===== src/rtl/alu.sv =====
// Registered 8-bit ALU: sixteen operations selected by sel, with zero and
// negative flags that always describe the result currently held.
module alu (
    input  logic       clk,
    input  logic       rst,
    input  logic [7:0] in_A,
    input  logic [7:0] in_B,
    input  logic [3:0] sel,
    output logic [7:0] result,
    output logic       Z,
    output logic       N
);

    typedef enum logic [3:0] {
        OP_ADD   = 4'b0000,
        OP_SUB   = 4'b0001,
        OP_AND   = 4'b0010,
        OP_OR    = 4'b0011,
        OP_XOR   = 4'b0100,
        OP_NOT   = 4'b0101,
        OP_SHL   = 4'b0110,
        OP_SHR   = 4'b0111,
        OP_PASSB = 4'b1000,
        OP_PASSA = 4'b1001,
        OP_INC   = 4'b1010,
        OP_DEC   = 4'b1011,
        OP_ASR   = 4'b1100,
        OP_ROL   = 4'b1101,
        OP_ROR   = 4'b1110,
        OP_CLR   = 4'b1111
    } op_e;

    logic [7:0] and_bits;
    logic [7:0] or_bits;
    logic [7:0] xor_bits;
    logic [7:0] not_bits;

    logic [7:0] result_reg;
    logic [7:0] result_next;
    logic       z_reg;
    logic       n_reg;

    genvar gi;
    generate
        for (gi = 0; gi < 8; gi++) begin : g_bitwise
            assign and_bits[gi] = in_A[gi] & in_B[gi];
            assign or_bits[gi]  = in_A[gi] | in_B[gi];
            assign xor_bits[gi] = in_A[gi] ^ in_B[gi];
            assign not_bits[gi] = ~in_A[gi];
        end
    endgenerate

    // Carries and borrows fall off the top: 8-bit truncation is the intended wrap.
    always_comb begin
        result_next = 8'h00;
        case (op_e'(sel))
            OP_ADD:   result_next = in_A + in_B;
            OP_SUB:   result_next = in_A - in_B;
            OP_AND:   result_next = and_bits;
            OP_OR:    result_next = or_bits;
            OP_XOR:   result_next = xor_bits;
            OP_NOT:   result_next = not_bits;
            OP_SHL:   result_next = {in_A[6:0], 1'b0};
            OP_SHR:   result_next = {1'b0, in_A[7:1]};
            OP_PASSB: result_next = in_B;
            OP_PASSA: result_next = in_A;
            OP_INC:   result_next = in_A + 8'd1;
            OP_DEC:   result_next = in_A - 8'd1;
            OP_ASR:   result_next = {in_A[7], in_A[7:1]};
            OP_ROL:   result_next = {in_A[6:0], in_A[7]};
            OP_ROR:   result_next = {in_A[0], in_A[7:1]};
            OP_CLR:   result_next = 8'h00;
            default:  result_next = 8'h00;
        endcase
    end

    // Flags are derived from result_next so they land in the same cycle as the result.
    always_ff @(posedge clk) begin
        if (rst) begin
            result_reg <= 8'h00;
            z_reg      <= 1'b1;
            n_reg      <= 1'b0;
        end else begin
            result_reg <= result_next;
            z_reg      <= (result_next == 8'h00);
            n_reg      <= result_next[7];
        end
    end

    assign result = result_reg;
    assign Z      = z_reg;
    assign N      = n_reg;

endmodule


===== config.mk =====
export PLATFORM = sky130hd
export DESIGN_NAME = alu
export DESIGN_NICKNAME = d
export VERILOG_FILES = /design/src/rtl/alu.sv
export SDC_FILE = /design/constraint.sdc
export NUM_CORES = 1
export LEC_CHECK = 0
export BUFFER_PORTS_ARGS = -buffer_cell sky130_fd_sc_hd__buf_2
export CAP_MARGIN = 10
export CORE_MARGIN = 1
export CORE_UTILIZATION = 58
export DETAILED_ROUTE_END_ITERATION = 12
export PLACE_DENSITY = 0.89
export SYNTH_ARGS = -nofsm -noshare
export SYNTH_HDL_FRONTEND = slang
export SYNTH_SLANG_ARGS = --single-unit

===== constraint.sdc =====
create_clock -name clk -period 4.2 [get_ports clk]
set_clock_uncertainty 0.15 [all_clocks]
set_input_delay 0.42 -clock clk [delete_from_list [all_inputs] [get_ports clk]]
set_output_delay 0.42 -clock clk [all_outputs]
set_load 0.05 [all_outputs]

==> summary.txt, run 1 <==
Outcome
  – Status: finished, final reports clean

Synth
  – Synth area leader: ha_1
  – Synthesized cell area: 2039 µm²
  – Post-synth EDFFs: 0
  – Yosys cell types: 58
  – Area share of the largest cell type after synthesis: 15.34%
  – Syn_nets: approximately 340
  – Syn Inst Count: 294
  – Ys async rst share: 0%
  – Register area share after synthesis: 8.834%
  – Ranking of synthesized cells by area: ha_1, dfxtp_1, a21oi_1
  – Avg Inst Size Synth: 6.937 µm²
  – Synth Flop Type: dfxtp_1
  – Synth Warn #: 0
  – #FFs+latches synth: 9

STA
  – Max Slew Vio Count: 0
  – Period utilization: slightly above 80%
  – Worst Tran Pin Value: 0.6902 ns
  – RSZ-0062 raised after global routing: false
  – Rel. slew slack: 53.63%
  – Final Setup Violations: 0
  – Final min period: 3.398 ns
  – Setup TNS: 0 ns
  – F_max: ~290 MHz
  – Fin. Hold Viols: 0

Layout
  – Filler instances: 331
  – Seq. cell area: 180.2 µm²
  – Share of cells above drive strength 1: 13.78%
  – Area Overhead vs Synth: 8.282%
  – Net total in the final layout: between 300 and 400
  – ANT cells: 0
  – Multi-input logic area: between 1500 and 2000 µm²
  – Final Instance Count excl. Fillers: 358
  – Max FFs per register: 8

Clock network
  – Setup Fix Bufs, Post-CTS: 0
  – Clock Sinks: 9
  – Worst-path clk slew: 0.06 ns
  – Max clock buf depth: 2
  – H-tree depth: 1
  – CTS Hold Bufs: 0
  – Root Driver: clkbuf_4
  – CTS Buf Count: 3
  – Post-CTS Resized: 0
  – CTS tree: yes

Worst setup path
  – CP max stage delay: ~0.47 ns
  – Critical path buffers and inverters: 1
  – Family with the most delay on the worst path: compound AO/OA/AOI/OAI gates
  – CP Max Fanout: 9
  – Crit Path Category: in2reg
  – Startpoint types: input port
  – Crit-path cells: buf_2, or2_2, nor2_1, a221oi_1, a21oi_1, a21oi_1, fa_1, a211oi_1, o21bai_1, a21oi_1, xnor2_1, a2bb2oi_1, o41ai_2, o211a_1
  – Worst EP required: 4.26 ns
  – Most frequent CP cell: a21oi_1
  – Critical path data arrival time: 3.46 ns
  – Crit end category: flip-flop
  – CP max stage cell: fa_1

Drt
  – Routed vias/inst: 6.698
  – Routed length per instance: 16.71 µm
  – Vias: approximately 2,400
  – Total Wirelength: 5981 µm
  – Initial DRC count: 227
  – DRC: 0
  – ANT nets after route: 0
  – 1st-pass router iterations: 5

GRT
  – Vias in the first global route: roughly 1,900
  – Largest net degree at the start of global routing: 36
  – Initial antenna violation count: 0
  – First-pass GRT wire length: 9411 µm
  – Remaining Overflow, GRT: 0
  – Total Routing Usage GR: 33.96%

Die
  – Die Y: 61.30 µm
  – Initial Util: 60.64%
  – Row count: 21
  – DIE WIDTH: 61.30 µm
  – Ports: 32
  – Core ar.: 3363 µm²
  – DIE AREA: ~3800 µm²

Min path
  – Hold Crit Class: in2reg

Power
  – Pwr/cell area: 208.2 nW/µm²
  – Maximum VDD drop: approximately 0.12 mV
  – Leakage: a little under 0.001 µW

Run
  – Number of max-cap violations: 0

Placement
  – Gpl congestion: 1.035
  – Inst Count DP: 354
  – Post-DP HPWL: 4541 µm
  – IO Port Bufs: 31
==> layout make-up <==
| class | instances | share of cell area, % |
|---|---|---|
| Inverter | 28 | 4.759 |
| Clock buffer | 4 | 1.190 |
| Tap cell | 46 | 2.606 |
| Multi-Input combinational cell | 235 | 74.56 |
| Timing Repair Buffer | 36 | 8.725 |
| Sequential cell | 9 | 8.159 |
==> synth_stat cells, types with 3 or more instances <==
cell	number
and3_1	3
a21oi_1	25
or3_1	3
a32oi_1	4
inv_1	28
nor2_1	16
dfxtp_1	9
buf_1	3
o22a_1	3
a21boi_0	3
nand2b_1	7
nor3_1	16
nand2_1	13
xnor2_1	6
a221oi_1	3
o31ai_1	3
buf_2	5
o21ai_0	24
o22ai_1	13
nand3_1	6
a31oi_1	3
clkbuf_1	11
a21o_1	3
a22o_1	3
ha_1	25
nor2b_1	11
==> per-layer routing <==
layer | vias up | GRT usage, % | part of all wire, %
met5 | - | 0 | 0
met4 | 0 | 12.66 | 4.1
met3 | 28 | 5.672 | 9.3
met2 | 152 | 52.48 | 44
met1 | 1101 | 47.16 | 42
li1 | 1117 | - | -
==> placed cells by master (no fill, tap or decap), drive strengths merged, types with 11 or more instances in the layout <==
master / Yosys / final
o21ai: 25 / 25
inv: 28 / 28
ha: 25 / 25
nor2b: 11 / 11
nand2: 13 / 13
o22ai: 13 / 13
buf: 11 / 36
nor3: 16 / 16
nor2: 16 / 16
a21oi: 25 / 25
==> per-stage QoR <==
step	instance area (µm²)	total power (µW)	util [%]	worst slack (ns)	hold WS [ns]
after floorplan	2039	317.9	-	0.8480	0.4942
after global placement	2182	380.8	64.88	0.6272	0.5637
after detailed placement	2182	387.4	64.88	0.5980	0.5696
after CTS	2208	454.9	65.66	0.8601	0.2989
after global routing	2208	494.7	65.66	0.6054	0.2978
final	2208	459.7	65.66	0.8023	0.3007
==> where the power goes <==
| part | switching (µW) | internal [µW] | total, µW |
|---|---|---|---|
| registers | 2.62 | 95.3 | 98.0 |
| logic | 187 | 107 | 294 |
| clock network | 31.3 | 36.7 | 67.9 |
| total | 221 | 239 | 460 |
==> final timing paths <==
check | cells past startpoint | slack, ns | endpoint | from
max | 14 | 0.80 | Z | sel[3]
min | 2 | 0.30 | result[4] | rst
==> kinds of logic after synthesis <==
kind of cell	synth area share, %
AOI/OAI and AO/OA	36.32
and+or+nand+nor	23.56
buffers and inverters	10.43
adders and majority gates	16.32
DFF	8.834
xor gates and xnor gates	3.006
muxes	1.534
Note: power is estimated with default switching activity, not from simulation.
==> run 2: changes to the inputs <==
==> constraint.sdc (replaced) <==
create_clock -name clk -period 3.26 [get_ports clk]
set_clock_uncertainty 0.15 [all_clocks]
set_input_delay 0.326 -clock clk [delete_from_list [all_inputs] [get_ports clk]]
set_output_delay 0.326 -clock clk [all_outputs]
set_load 0.05 [all_outputs]
==> run 2 against run 1 <==
  * Total power grew 33%
  * Count of clock-buffer cells in the layout stayed put
  * Sequential share of layout area is 0.44 points lower
==> summary.txt, run 2 (same netlist as run 1, synthesis figures left out) <==
Worst setup path
  – CP max stage cell: o41ai_2 (was fa_1)
  – CP Max Fanout: 30 (was 9)
  – Family with the most delay on the worst path: compound AO/OA/AOI/OAI gates (unchanged)
  – Crit Path Category: in2reg (unchanged)
  – Critical path buffers and inverters: 2 (was 1)
  – Most frequent CP cell: a21oi_1 (unchanged)
  – Crit end category: flip-flop (unchanged)
  – Worst EP required: 3.32 ns (was 4.26 ns)
  – Critical path data arrival time: 3.18 ns (was 3.46 ns)
  – Startpoint types: input port (unchanged)
  – CP max stage delay: 0.40 ns (was 0.47 ns)
  – Crit-path cells: buf_2, buf_12, nor2b_1, nor2_1, o31ai_1, a21oi_1, ha_1, a211oi_1, o21bai_1, a21oi_1, xnor2_1, a2bb2oi_1, o41ai_2, o211a_1 (was buf_2, or2_2, nor2_1, a221oi_1, a21oi_1, a21oi_1, fa_1, a211oi_1, o21bai_1, a21oi_1, xnor2_1, a2bb2oi_1, o41ai_2, o211a_1)

Power
  – Switching Power: 292.9 µW (was 220.8 µW)
  – Design Power: 613.5 µW (was 459.7 µW)
  – Sequential share of power: 20.5% (was 21.3%)
  – Clock power share: 14.1% (was 14.8%)
  – Comb power frac: 65.3% (was 63.9%)
  – Internal power: 320.6 µW (was 238.9 µW)
  – Pwr/cell area: 262.9 nW/µm² (was 208.2 nW/µm²)
  – Switching share of total power: 47.74% (was 48.03%)
  – Leakage: 0.001055 µW (was 0.0009768 µW)
  – Maximum VDD drop: 0.1369 mV (was 0.1239 mV)

Clock network
  – CTS Hold Bufs: 0 (unchanged)
  – Clock Sinks: 9 (unchanged)
  – CTS tree: yes (unchanged)
  – Max clock buf depth: 2 (unchanged)
  – CTS Buf Count: 3 (unchanged)
  – H-tree depth: 1 (unchanged)
  – Worst-path clk slew: 0.06 ns (about the same)
  – Root Driver: clkbuf_4 (unchanged)

Placement
  – Area post-placement: 2307 µm² (was 2182 µm²)
  – IO Port Bufs: 31 (unchanged)
  – Gpl congestion: 0.9661 (was 1.035)
  – Post-DP HPWL: 4745 µm (was 4541 µm)

STA
  – Period utilization: between 90% and 100%
  – Fin. Hold Viols: 0 (unchanged)
  – Worst Tran Pin Value: 0.7029 ns (was 0.6902 ns)
  – Final Setup Violations: 0 (unchanged)
  – RSZ-0062 raised after global routing: false (unchanged)
  – Max Slew Vio Count: 0 (unchanged)
  – F_max: between 300 and 400 MHz
  – Final min period: a little over 3 ns
  – Rel. slew slack: 53.05% (was 53.63%)

Drt
  – ANT nets after route: 0 (unchanged)
  – 1st-pass router iterations: 5 (unchanged)
  – Routed vias/inst: 6.534 (was 6.698)
  – Vias: 2,437 (was 2,398)
  – Total Wirelength: 6323 µm (was 5981 µm)
  – Initial DRC count: 265 (was 227)
  – Routed length per instance: 16.95 µm (was 16.71 µm)
  – DRC: 0 (unchanged)

Layout
  – Multi-input logic area: 1647 µm² (unchanged)
  – Max FFs per register: 8 (unchanged)
  – Net total in the final layout: 376 (was 361)
  – Final instance area: 2333 µm² (was 2208 µm²)
  – ANT cells: 0 (unchanged)
  – Filler instances: 304 (was 331)
  – Share of cells above drive strength 1: 17.74% (was 13.78%)
  – Seq. cell area: 180.2 µm² (unchanged)
  – Most frequent cells in the layout: buf_2, inv_1, a21oi_1, ha_1, o21ai_0 (unchanged)
  – Most common cell after layout, fill and taps aside: buf_2 (unchanged)
  – Area Overhead vs Synth: 14.42% (was 8.282%)

GRT
  – Largest net degree at the start of global routing: 31 (was 36)
  – Remaining Overflow, GRT: 0 (unchanged)
  – Initial antenna violation count: 0 (unchanged)
  – Vias in the first global route: 2,174 (was 1,943)
  – Total Routing Usage GR: 36.01% (was 33.96%)
  – First-pass GRT wire length: 10,180 µm (was 9411 µm)

Die
  – DIE WIDTH: 61.30 µm (unchanged)
  – DIE AREA: 3758 µm² (unchanged)
  – Initial Util: 60.64% (unchanged)
  – Core ar.: 3363 µm² (unchanged)
  – Row count: 21 (unchanged)
  – Ports: 32 (unchanged)
  – Die Y: 61.30 µm (unchanged)

Min path
  – Hold Crit Class: in2reg (unchanged)
  – Hold worst-path end: result[2] (was result[4])
  – Hold_sp: rst (unchanged)
  – Hold Path Stages: 2 (unchanged)

Run
  – Number of max-cap violations: 0 (unchanged)

Outcome
  – Status: finished, final reports clean (unchanged)
-- run 2: timing repair --
item	CTS	global route
endpoints found under the hold margin	0	0
setup buffers	0	0
endpoints found under the setup margin	0	1
gates resized for setup	0	1
-- run 2: layout make-up --
class	count	area share, %
inverters	28	4.504
flip-flops and latches	9	7.721
well taps	46	2.466
clock buffers	4	1.126
multi-input cells	235	70.56
repair buffers	51	13.62
-- run 2: power groups by stage --
| stage | Combinational (µW) | Sequential [µW] | Clock, µW |
|---|---|---|---|
| after floorplan | 235 | 174 | 0 |
| after global placement | 375 | 128 | 0 |
| after detailed placement | 386 | 128 | 0 |
| after CTS | 391 | 126 | 87.5 |
| after global routing | 432 | 127 | 93.6 |
| final | 401 | 126 | 86.6 |
-- run 2: worst max-delay path by stage --
| stage | from | endpoint | slack [ns] | cells past startpoint |
|---|---|---|---|---|
| after global routing | sel[3] | Z | 0.02 | 14 |
| final | sel[3] | Z | 0.14 | 14 |
| after global placement | sel[3] | Z | 0.03 | 14 |
| after CTS | sel[3] | Z | 0.15 | 14 |
| after floorplan | sel[1] | Z | 0.002 | 14 |
| after detailed placement | sel[3] | Z | -0.03 | 14 |
-- run 2: metal layers --
| layer | wire, µm | vias up | GRT usage (%) |
|---|---|---|---|
| li1 | - | 1145 | - |
| met1 | 2560 | 1120 | 48.17 |
| met2 | 2949 | 154 | 60.09 |
| met3 | 671 | 18 | 6.513 |
| met4 | 142 | 0 | 8.117 |
| met5 | 0 | - | 0 |
-- run 2: stage by stage --
step	util [%]	hold WS, ns	setup TNS [ns]	worst slack, ns	instances
after floorplan	-	0.4002	0	0.001953	294
after global placement	68.60	0.4689	0	0.02647	369
after CTS	69.38	0.2066	0	0.1483	373
final	69.38	0.2178	0	0.1447	373
after global routing	69.38	0.2271	0	0.02255	373
after detailed placement	68.60	0.4813	-0.02811	-0.02811	369
